### src/rtl/joy_sega6_reader_pkg.sv
// Shared constants for the DB9 joystick reader: protocol phase numbers,
// button bit positions in the MXYZ SACB RLDU vector, and pad-decode helpers.
package joy_pkg;

    typedef logic [11:0] joy_vec_t;
    typedef logic [5:0]  pin_vec_t;

    // Phases (tick numbers within a 256-tick frame) that carry an action.
    localparam logic [7:0] PH_P7_LO0   = 8'd0;
    localparam logic [7:0] PH_P7_HI0   = 8'd1;
    localparam logic [7:0] PH_READ_DIR = 8'd2;
    localparam logic [7:0] PH_READ_SA  = 8'd3;
    localparam logic [7:0] PH_P7_LO2   = 8'd4;
    localparam logic [7:0] PH_SIX_CHK  = 8'd5;
    localparam logic [7:0] PH_READ_XYZ = 8'd6;

    // Bit positions in the button vector {M,X,Y,Z,S,A,C,B,R,L,D,U}.
    localparam int JB_U = 0;
    localparam int JB_D = 1;
    localparam int JB_L = 2;
    localparam int JB_R = 3;
    localparam int JB_B = 4;
    localparam int JB_C = 5;
    localparam int JB_A = 6;
    localparam int JB_S = 7;
    localparam int JB_Z = 8;
    localparam int JB_Y = 9;
    localparam int JB_X = 10;
    localparam int JB_M = 11;

    // Raw pin positions {p9,p6,right,left,down,up}.
    localparam int PIN_U  = 0;
    localparam int PIN_L  = 2;
    localparam int PIN_R  = 3;
    localparam int PIN_P6 = 4;
    localparam int PIN_P9 = 5;

    // Every button released.
    localparam joy_vec_t JOY_NONE = 12'hFFF;

    // A Mega Drive pad pulls both left and right low while select is low.
    function automatic logic is_md_pad(input pin_vec_t pins);
        return (pins[PIN_R] == 1'b0) && (pins[PIN_L] == 1'b0);
    endfunction

    // A 6-button pad pulls all four directions low on the third select-low.
    function automatic logic is_six_cand(input pin_vec_t pins);
        return (pins[PIN_R:PIN_U] == 4'b0000);
    endfunction

endpackage

### src/rtl/joy_sega6_reader_if.sv
// Pin and button bundle between the joystick reader and its surroundings.
// The master side is the reader (drives select, publishes buttons); the
// slave side is the pads plus the consuming top.
interface joy_sega6_reader_if;
    import joy_pkg::*;

    pin_vec_t joy1_pins_i;
    pin_vec_t joy2_pins_i;
    logic     joy_p7_o;
    joy_vec_t joy1_o;
    joy_vec_t joy2_o;
    logic     joy1_six_o;
    logic     joy2_six_o;
    logic     frame_o;

    modport master (
        input  joy1_pins_i,
        input  joy2_pins_i,
        output joy_p7_o,
        output joy1_o,
        output joy2_o,
        output joy1_six_o,
        output joy2_six_o,
        output frame_o
    );

    modport slave (
        output joy1_pins_i,
        output joy2_pins_i,
        input  joy_p7_o,
        input  joy1_o,
        input  joy2_o,
        input  joy1_six_o,
        input  joy2_six_o,
        input  frame_o
    );

endinterface

### src/rtl/joy_sega6_reader_pin_sync.sv
// Multi-stage synchroniser for the asynchronous DB9 pin inputs. Resets to
// all-ones so an unplugged or still-resetting port reads as released.
module joy_pin_sync #(
    parameter int WIDTH  = 12,
    parameter int STAGES = 2
) (
    input  logic             clk,
    input  logic             reset,
    input  logic [WIDTH-1:0] d,
    output logic [WIDTH-1:0] q
);

    logic [WIDTH-1:0] stage_r [STAGES];

    // Shift the raw pins through the synchroniser chain.
    always_ff @(posedge clk or posedge reset) begin
        if (reset) begin
            for (int i = 0; i < STAGES; i++) begin
                stage_r[i] <= {WIDTH{1'b1}};
            end
        end else begin
            stage_r[0] <= d;
            for (int i = 1; i < STAGES; i++) begin
                stage_r[i] <= stage_r[i-1];
            end
        end
    end

    assign q = stage_r[STAGES-1];

endmodule

### src/rtl/joy_sega6_reader.sv
// Two-port DB9 reader for Atari, Master System, Mega Drive 3- and 6-button
// pads. A tick divider paces a 256-tick frame; the first seven ticks toggle
// the shared select line and latch the pad responses, the rest idle with
// select high so 6-button pads time out and restart their sequence.
module joy_sega6_reader
    import joy_pkg::*;
#(
    parameter int TICK_DIV    = 1536,
    parameter int SYNC_STAGES = 2
) (
    input  logic                clk_sys,
    input  logic                reset,
    joy_sega6_reader_if.master  bus
);

    localparam logic [15:0] TICK_LAST = 16'(TICK_DIV - 1);

    logic [11:0]           sync_q;
    logic [1:0][5:0]       pins_s;
    logic                  tick_s;

    logic [15:0]           tick_cnt_r, tick_cnt_s;
    logic [7:0]            phase_r,    phase_s;
    logic                  p7_r,       p7_s;
    logic [1:0][11:0]      joy_r,      joy_s;
    logic [1:0]            cand_r,     cand_s;
    logic [1:0]            six_r,      six_s;
    logic                  frame_r,    frame_s;

    joy_pin_sync #(
        .WIDTH  (12),
        .STAGES (SYNC_STAGES)
    ) u_sync (
        .clk   (clk_sys),
        .reset (reset),
        .d     ({bus.joy2_pins_i, bus.joy1_pins_i}),
        .q     (sync_q)
    );

    // Port 0 is joy1 (low six bits), port 1 is joy2.
    assign pins_s = sync_q;
    assign tick_s = (tick_cnt_r == TICK_LAST);

    // Next-state: divider, phase counter and the per-phase select/latch actions.
    always_comb begin
        tick_cnt_s = tick_s ? 16'd0 : (tick_cnt_r + 16'd1);
        phase_s    = phase_r;
        p7_s       = p7_r;
        joy_s      = joy_r;
        cand_s     = cand_r;
        six_s      = six_r;
        frame_s    = 1'b0;

        if (tick_s) begin
            phase_s = phase_r + 8'd1;
            case (phase_r)
                PH_P7_LO0: begin
                    p7_s = 1'b0;
                end
                PH_P7_HI0: begin
                    p7_s = 1'b1;
                end
                PH_READ_DIR: begin
                    // Select high: directions plus B on p6 and C on p9.
                    for (int p = 0; p < 2; p++) begin
                        joy_s[p][JB_R:JB_U] = pins_s[p][PIN_R:PIN_U];
                        joy_s[p][JB_C:JB_B] = pins_s[p][PIN_P9:PIN_P6];
                        cand_s[p]           = 1'b0;
                    end
                    p7_s = 1'b0;
                end
                PH_READ_SA: begin
                    // Select low: only a Mega Drive pad reports Start/A here.
                    for (int p = 0; p < 2; p++) begin
                        if (is_md_pad(pins_s[p])) begin
                            joy_s[p][JB_S:JB_A] = pins_s[p][PIN_P9:PIN_P6];
                        end else begin
                            joy_s[p][JB_S:JB_A] = 2'b11;
                        end
                    end
                    p7_s = 1'b1;
                end
                PH_P7_LO2: begin
                    p7_s = 1'b0;
                end
                PH_SIX_CHK: begin
                    for (int p = 0; p < 2; p++) begin
                        cand_s[p] = is_six_cand(pins_s[p]);
                    end
                    p7_s = 1'b1;
                end
                PH_READ_XYZ: begin
                    // Direction pins now carry M,X,Y,Z on a 6-button pad.
                    for (int p = 0; p < 2; p++) begin
                        if (cand_r[p]) begin
                            joy_s[p][JB_M:JB_Z] = pins_s[p][PIN_R:PIN_U];
                        end else begin
                            joy_s[p][JB_M:JB_Z] = 4'hF;
                        end
                        six_s[p] = cand_r[p];
                    end
                    frame_s = 1'b1;
                    p7_s    = 1'b0;
                end
                default: begin
                    p7_s = 1'b1;
                end
            endcase
        end else begin
            phase_s = phase_r;
        end
    end

    // State and output registers; reset restarts the frame with pads released.
    always_ff @(posedge clk_sys or posedge reset) begin
        if (reset) begin
            tick_cnt_r <= 16'd0;
            phase_r    <= 8'd0;
            p7_r       <= 1'b1;
            joy_r      <= {JOY_NONE, JOY_NONE};
            cand_r     <= 2'b00;
            six_r      <= 2'b00;
            frame_r    <= 1'b0;
        end else begin
            tick_cnt_r <= tick_cnt_s;
            phase_r    <= phase_s;
            p7_r       <= p7_s;
            joy_r      <= joy_s;
            cand_r     <= cand_s;
            six_r      <= six_s;
            frame_r    <= frame_s;
        end
    end

    assign bus.joy_p7_o   = p7_r;
    assign bus.joy1_o     = joy_r[0];
    assign bus.joy2_o     = joy_r[1];
    assign bus.joy1_six_o = six_r[0];
    assign bus.joy2_six_o = six_r[1];
    assign bus.frame_o    = frame_r;

endmodule

### src/flat_wrapper.sv
// flat-port wrapper written by rule: the top's interface ports become plain ports
module joy_sega6_reader_flat import joy_pkg::*;
#(
    parameter int TICK_DIV    = 1536,
    parameter int SYNC_STAGES = 2
)
  (clk_sys, reset, bus_joy1_pins_i, bus_joy2_pins_i, bus_joy_p7_o, bus_joy1_o, bus_joy2_o, bus_joy1_six_o, bus_joy2_six_o, bus_frame_o);
  joy_sega6_reader_if bus_i ();
  input  logic clk_sys;
  input  logic reset;
  input wire logic [$bits(bus_i.joy1_pins_i)-1:0] bus_joy1_pins_i;
  input wire logic [$bits(bus_i.joy2_pins_i)-1:0] bus_joy2_pins_i;
  output wire logic [$bits(bus_i.joy_p7_o)-1:0] bus_joy_p7_o;
  output wire logic [$bits(bus_i.joy1_o)-1:0] bus_joy1_o;
  output wire logic [$bits(bus_i.joy2_o)-1:0] bus_joy2_o;
  output wire logic [$bits(bus_i.joy1_six_o)-1:0] bus_joy1_six_o;
  output wire logic [$bits(bus_i.joy2_six_o)-1:0] bus_joy2_six_o;
  output wire logic [$bits(bus_i.frame_o)-1:0] bus_frame_o;
  assign bus_i.joy1_pins_i = bus_joy1_pins_i;
  assign bus_i.joy2_pins_i = bus_joy2_pins_i;
  assign bus_joy_p7_o = bus_i.joy_p7_o;
  assign bus_joy1_o = bus_i.joy1_o;
  assign bus_joy2_o = bus_i.joy2_o;
  assign bus_joy1_six_o = bus_i.joy1_six_o;
  assign bus_joy2_six_o = bus_i.joy2_six_o;
  assign bus_frame_o = bus_i.frame_o;
  joy_sega6_reader #(.TICK_DIV(TICK_DIV), .SYNC_STAGES(SYNC_STAGES)) u_core (.clk_sys(clk_sys), .reset(reset), .bus(bus_i));
endmodule
### config.mk
export PLATFORM = sky130hd
export DESIGN_NAME = joy_sega6_reader_flat
export DESIGN_NICKNAME = d
export VERILOG_FILES = /design/src/rtl/joy_sega6_reader_pkg.sv /design/src/rtl/joy_sega6_reader_if.sv /design/src/rtl/joy_sega6_reader_pin_sync.sv /design/src/rtl/joy_sega6_reader.sv /design/src/flat_wrapper.sv
export SDC_FILE = /design/constraint.sdc
export NUM_CORES = 1
export LEC_CHECK = 0
export CAP_MARGIN = 20
export CORE_MARGIN = 2
export CORE_UTILIZATION = 46
export CTS_BUF_LIST = sky130_fd_sc_hd__clkbuf_8 sky130_fd_sc_hd__clkbuf_16
export CTS_CLUSTER_DIAMETER = 200
export DETAILED_ROUTE_END_ITERATION = 10
export GPL_TIMING_DRIVEN = 0
export PLACE_DENSITY = 0.72
export SLEW_MARGIN = 10
export SYNTH_ARGS = -nofsm -noshare
export SYNTH_HDL_FRONTEND = slang
export SYNTH_HIERARCHICAL = 1
export SYNTH_SLANG_ARGS = --single-unit
### constraint.sdc
create_clock -name clk_sys -period 2.15 [get_ports clk_sys]
set_clock_uncertainty 0.2 [all_clocks]
set_input_delay 0.43 -clock clk_sys [delete_from_list [all_inputs] [get_ports clk_sys]]
set_output_delay 0.43 -clock clk_sys [all_outputs]
set_load 0.01 [all_outputs]
### Yosys cells after proc, flatten, opt, wreduce, memory -nomap -nowiden

Cells that the tools add are included.

* bits in registers: 78
* logic and storage cells: 46
* bits of input ports: 14
* output and inout bits: 28

* add/subtract/negate cells: 2
* reduce and logical (&&, ||, !) cells: 11
* bitwise gates (word level): 4
* eq/ne operators: 6
* mux-type cells: 9

Operators with widths (number)
* $eq 8x3->1 const B: 3
* $add 16x1->16 const B: 1
* $eq 16x11->1 const B: 1
* $eq 8x2->1 const B: 2
* $mux 16: 1
* $add 8x1->8 const B: 1
* $logic_not 4->1: 2
* $logic_not 8->1: 1
* $mux 4: 2
* $reduce_and 2->1: 4
* $mux 2: 2
* $not 1->1: 4
* $pmux 2 s2: 1
* $reduce_or 4->1: 1
* $mux 1: 3
* $logic_and 1x1->1: 2
* $reduce_bool 2->1: 1

### Depth between registers and ports, before layout

* depth in word-level cells: 3
* gate-level depth with buffers: 7
* gate-level depth less buffers: 6

### Hierarchy

The synthesis kept the hierarchy.

Modules (own cells, without submodules)
* joy_sega6_reader: sequential area each 1382.6 um2, times used 1, cells each 194, area each 2432.3 um2
* joy_pin_sync: sequential area each 630.6 um2, times used 1, cells each 37, area each 724.4 um2

### Worst setup path before layout

OpenSTA, ideal clock, no wires.

* kind: reg-to-reg
* start: register u_core.tick_cnt_r[0]
* end: register u_core.six_r[0]
* data required time: 1.825 ns
* arrival: 1.855 ns
* buffers on the path: 0
* stages on the path, launching flop included: 6
* path slack: -0.030 ns
* library setup time: 0.125 ns
* cells stage by stage: dfrtp_1 ha_1 and4_1 nand2_1 nor4_4 mux2_2

* cells in the longest elaborated chain, start to end: 2

RTL lines
* start: declaration: RTL line joy_sega6_reader.sv:22 `logic [15:0] tick_cnt_r, tick_cnt_s;`
* start signal: assignment: RTL line joy_sega6_reader.sv:125 `tick_cnt_r <= tick_cnt_s;`
* $eq 16x11->1: RTL line joy_sega6_reader.sv:42 `assign tick_s = (tick_cnt_r == TICK_LAST);`
* $reduce_and 2->1 (no source line)
* end signal: assignment: RTL line joy_sega6_reader.sv:130 `six_r <= six_s;`
* end: declaration: RTL line joy_sega6_reader.sv:27 `logic [1:0] six_r, six_s;`

No other way between the ends.
A chain may end at the register's enable or synchronous reset.

### Worst setup path after layout

* start: register u_core.joy_r (netlist bit u_core/bus.joy2_o[7])
* end: output port bus_joy2_o[7]

RTL lines
* start: declaration: RTL line joy_sega6_reader.sv:25 `logic [1:0][11:0] joy_r, joy_s;`
* start signal: assignment: RTL line joy_sega6_reader.sv:120 `joy_r <= {JOY_NONE, JOY_NONE};`
* start signal: assignment: RTL line joy_sega6_reader.sv:128 `joy_r <= joy_s;`
* end: declaration: RTL line flat_wrapper.sv:15 `output wire logic [$bits(bus_i.joy2_o)-1:0] bus_joy2_o;`

No word-level cell between the ends.

==> reports/results.tsv <==
metric	value	unit
I/O Buffers	41	
Post-DP HPWL	3.62	mm
Mapped Area	0.00316	mm2
Syn Inst Count	231	
final net count	306	
DRC errors left	0	
clk slew on worst S/H paths	0.09	ns
H-tree levels	3	
hold buffer count at CTS	0	
CP Class	flop to output port	
Seq/Total Area, Yosys	63.8	%
WP data required	1.52	ns
Max Cap Violations	0	
Final Setup Violations	0	
total power	2620	uW
delay-heaviest family, CP	flip-flops	
Cell Area, Placed	0.00370	mm2
worst setup margin	0.0809	ns
Netlist cell types	29	
Die Span Y	86.8	um
total track usage	15.8	%
ANT nets after route	0	
DIE WIDTH	86.8	um
Worst path max stage delay	0.55	ns
Ys Warns	6	
Clock Latency Late Sink	0.36	ns
Reg-to-Reg Start	u_core/tick_cnt_r[14]	
instance count on the critical path	1	
core area	0.00672	mm2
final worst path period share	96.2	%
first drt pass iteration count	4	
initial antenna violation count	0	
die area	0.00754	mm2
Slew @ Worst Pin	0.822	ns
clock tree buffer depth	2	
Hold Crit Class	flop to flop	
largest net degree at the start of global routing	32	
asr flop ratio synth	100	%
routability congestion estimate from global placement	0.753	
clk sinks	78	
first-pass GRT wire length	9.10	mm
power density over cell area	659	mW/mm2
Top FF cell, synth	dfstp_2	
Post-Route WL	5.26	mm
RR Endpoint	u_core/bus.joy1_o[2]	
Initial Utilization	47.0	%
depth of the most critical reg-to-reg path	5	
unrepaired setup endpoints after global routing	true	
via/cell ratio	4.96	
share of cells above drive strength 1	42.5	%
R2R Setup Slk	0.09	ns
critical path fanouts, max	2	
Worst Setup SP	u_core/bus.joy2_o[7]	
CP endpoint kind	output port	
Slew headroom	45.1	%
Tmin final	2.07	ns
leak pwr	0.00165	uW
Synth Net Count	250	
Buf/Inv on CP	1	
DR iter-0 viols	75	
# diodes	0	
number of vias in the routed layout	1846	
CP Launch Type	flop	
worst-path cell chain	clkdlybuf4s50_1	
row count	30	
Max VDD drop	0.457	mV
WP data arrival	1.44	ns
# IOs	42	
Syn Area/Cell	13.7	um2
post-place setup slack	-0.298	ns
CP max stage cell	dfstp_2	
Synth Register Bits	78	
Layout Area Growth over Synthesis	26.0	%
cts bufs inserted	9	
CP Capture Point	bus_joy2_o[7]	
Final Max Slew Viols	0	
Final Cell Area	0.00398	mm2
outcome	finished, final reports clean	
wire per inst	14.1	um
CTS tree	built	
Hold Violations, Final	0	
GR Overflow Total	0	
Post-synth EDFFs	0	
Root Driver	clkbuf_8	
FMAX	483	MHz
number of global-route vias before repair	1879	
-- layout make-up --
class	instances	area, um2
well taps	80	100
clock inverters	7	61.3
clock buffers	9	124
plain buffers	14	106
fillers	514	2740
repair buffers	46	473
multi-input cells	134	1080
flip-flops and latches	78	2010
inverters	4	15.0
-- state kept, by name (all words and copies together) (netlist names), 2 cells and up --
register / count
u_core/six_r: 2
u_core/u_sync/stage_r: 12
u_core/phase_r: 8
u_core/tick_cnt_r: 16
u_core/cand_r: 2
u_core/u_sync/q: 12
u_core/bus.joy2_o: 12
u_core/bus.joy1_o: 12
-- report_power, final --
group	internal, uW	switching, uW
Sequential	1510	5.77
Clock	440	580
Combinational	42.2	42.6
Total	1990	628
-- layout by cell type (no fill, tap or decap), types with 2 or more instances in the layout --
master	instances
nor3_1	3
inv_6	3
nand4_1	5
inv_1	3
clkinvlp_4	2
buf_12	2
nor2_1	10
nor4_1	4
o21ai_0	2
dfrtp_1	29
nand2_4	2
or3_1	5
nor4_4	4
a22o_1	2
nand2_1	12
dfstp_2	49
ha_1	4
clkbuf_8	9
xor2_1	3
mux2_2	27
and3_1	6
a21oi_1	2
nand3_1	8
clkdlybuf4s50_1	41
nand2b_1	10
and2_1	2
xnor2_1	16
buf_4	15
-- metal layers --
layer	up-vias	routed length (um)	track usage, %	share of wire (%)
met2	38	2410	22.1	46
met3	7	220	5.33	4.2
met4	0	53	5.54	1.0
li1	891	-	-	-
met5	-	0	0	0
met1	910	2580	23.1	49
-- repair_timing --
item / in CTS / in global routing
pin swaps: 3 / 4
resized for setup: 7 / 6
buffers inserted: 3 / 1
endpoints found under the setup margin: 31 / 38
-- cell usage after synthesis (3+ instances only) --
master     n  share of area (%)
xnor2_1   16                4.4
dfstp_2   49                 41
and3_1     6                1.2
nor3_1     4               0.63
mux2_2    27                9.6
inv_1      4               0.48
ha_1       5                2.0
nor2_1    10                1.2
nand2b_1  10                2.0
xor2_1     3               0.83
or3_1      5               0.99
nand4_1    5               0.99
nand2_1   14                1.7
nor4_2     3                1.2
nand3_1    8                1.3
nor4_1     4               0.79
dfrtp_1   29                 23
buf_4     13                3.1
-- logic make-up after synthesis --
logic type	synth area share, %
AO/OA/AOI/OAI	1.19
XOR/XNOR	5.27
flip-flops	63.8
AND/OR/NAND/NOR	14.3
multiplexers	9.63
adder cells (fa/ha/maj)	1.98
buffers and inverters	3.84
-- stage by stage --
| stage | cells | util (%) | hold WS (ns) | TNS (ns) |
|---|---|---|---|---|
| floorplan | 231 | - | 0.145 | 0 |
| global placement | 352 | 54.7 | 0.146 | -38.97 |
| detailed placement | 353 | 55.0 | 0.147 | -6.00 |
| CTS | 371 | 58.7 | 0.160 | 0 |
| global route | 372 | 59.2 | 0.164 | -0.00396 |
| finish | 372 | 59.2 | 0.159 | 0 |
-- how the worst min path moves through the flow --
stage	startpoint	endpoint	slack, ns	cells after the start
after floorplan	u_core/u_sync/stage_r[12]	u_core/u_sync/q[0]	0.15	0
after global placement	u_core/u_sync/stage_r[15]	u_core/u_sync/q[3]	0.15	0
after detailed placement	u_core/u_sync/stage_r[13]	u_core/u_sync/q[1]	0.15	0
after CTS	u_core/u_sync/stage_r[14]	u_core/u_sync/q[2]	0.16	0
after global routing	u_core/u_sync/stage_r[16]	u_core/u_sync/q[4]	0.16	0
final	u_core/u_sync/stage_r[14]	u_core/u_sync/q[2]	0.16	0
(Power assumes the default switching activity.)
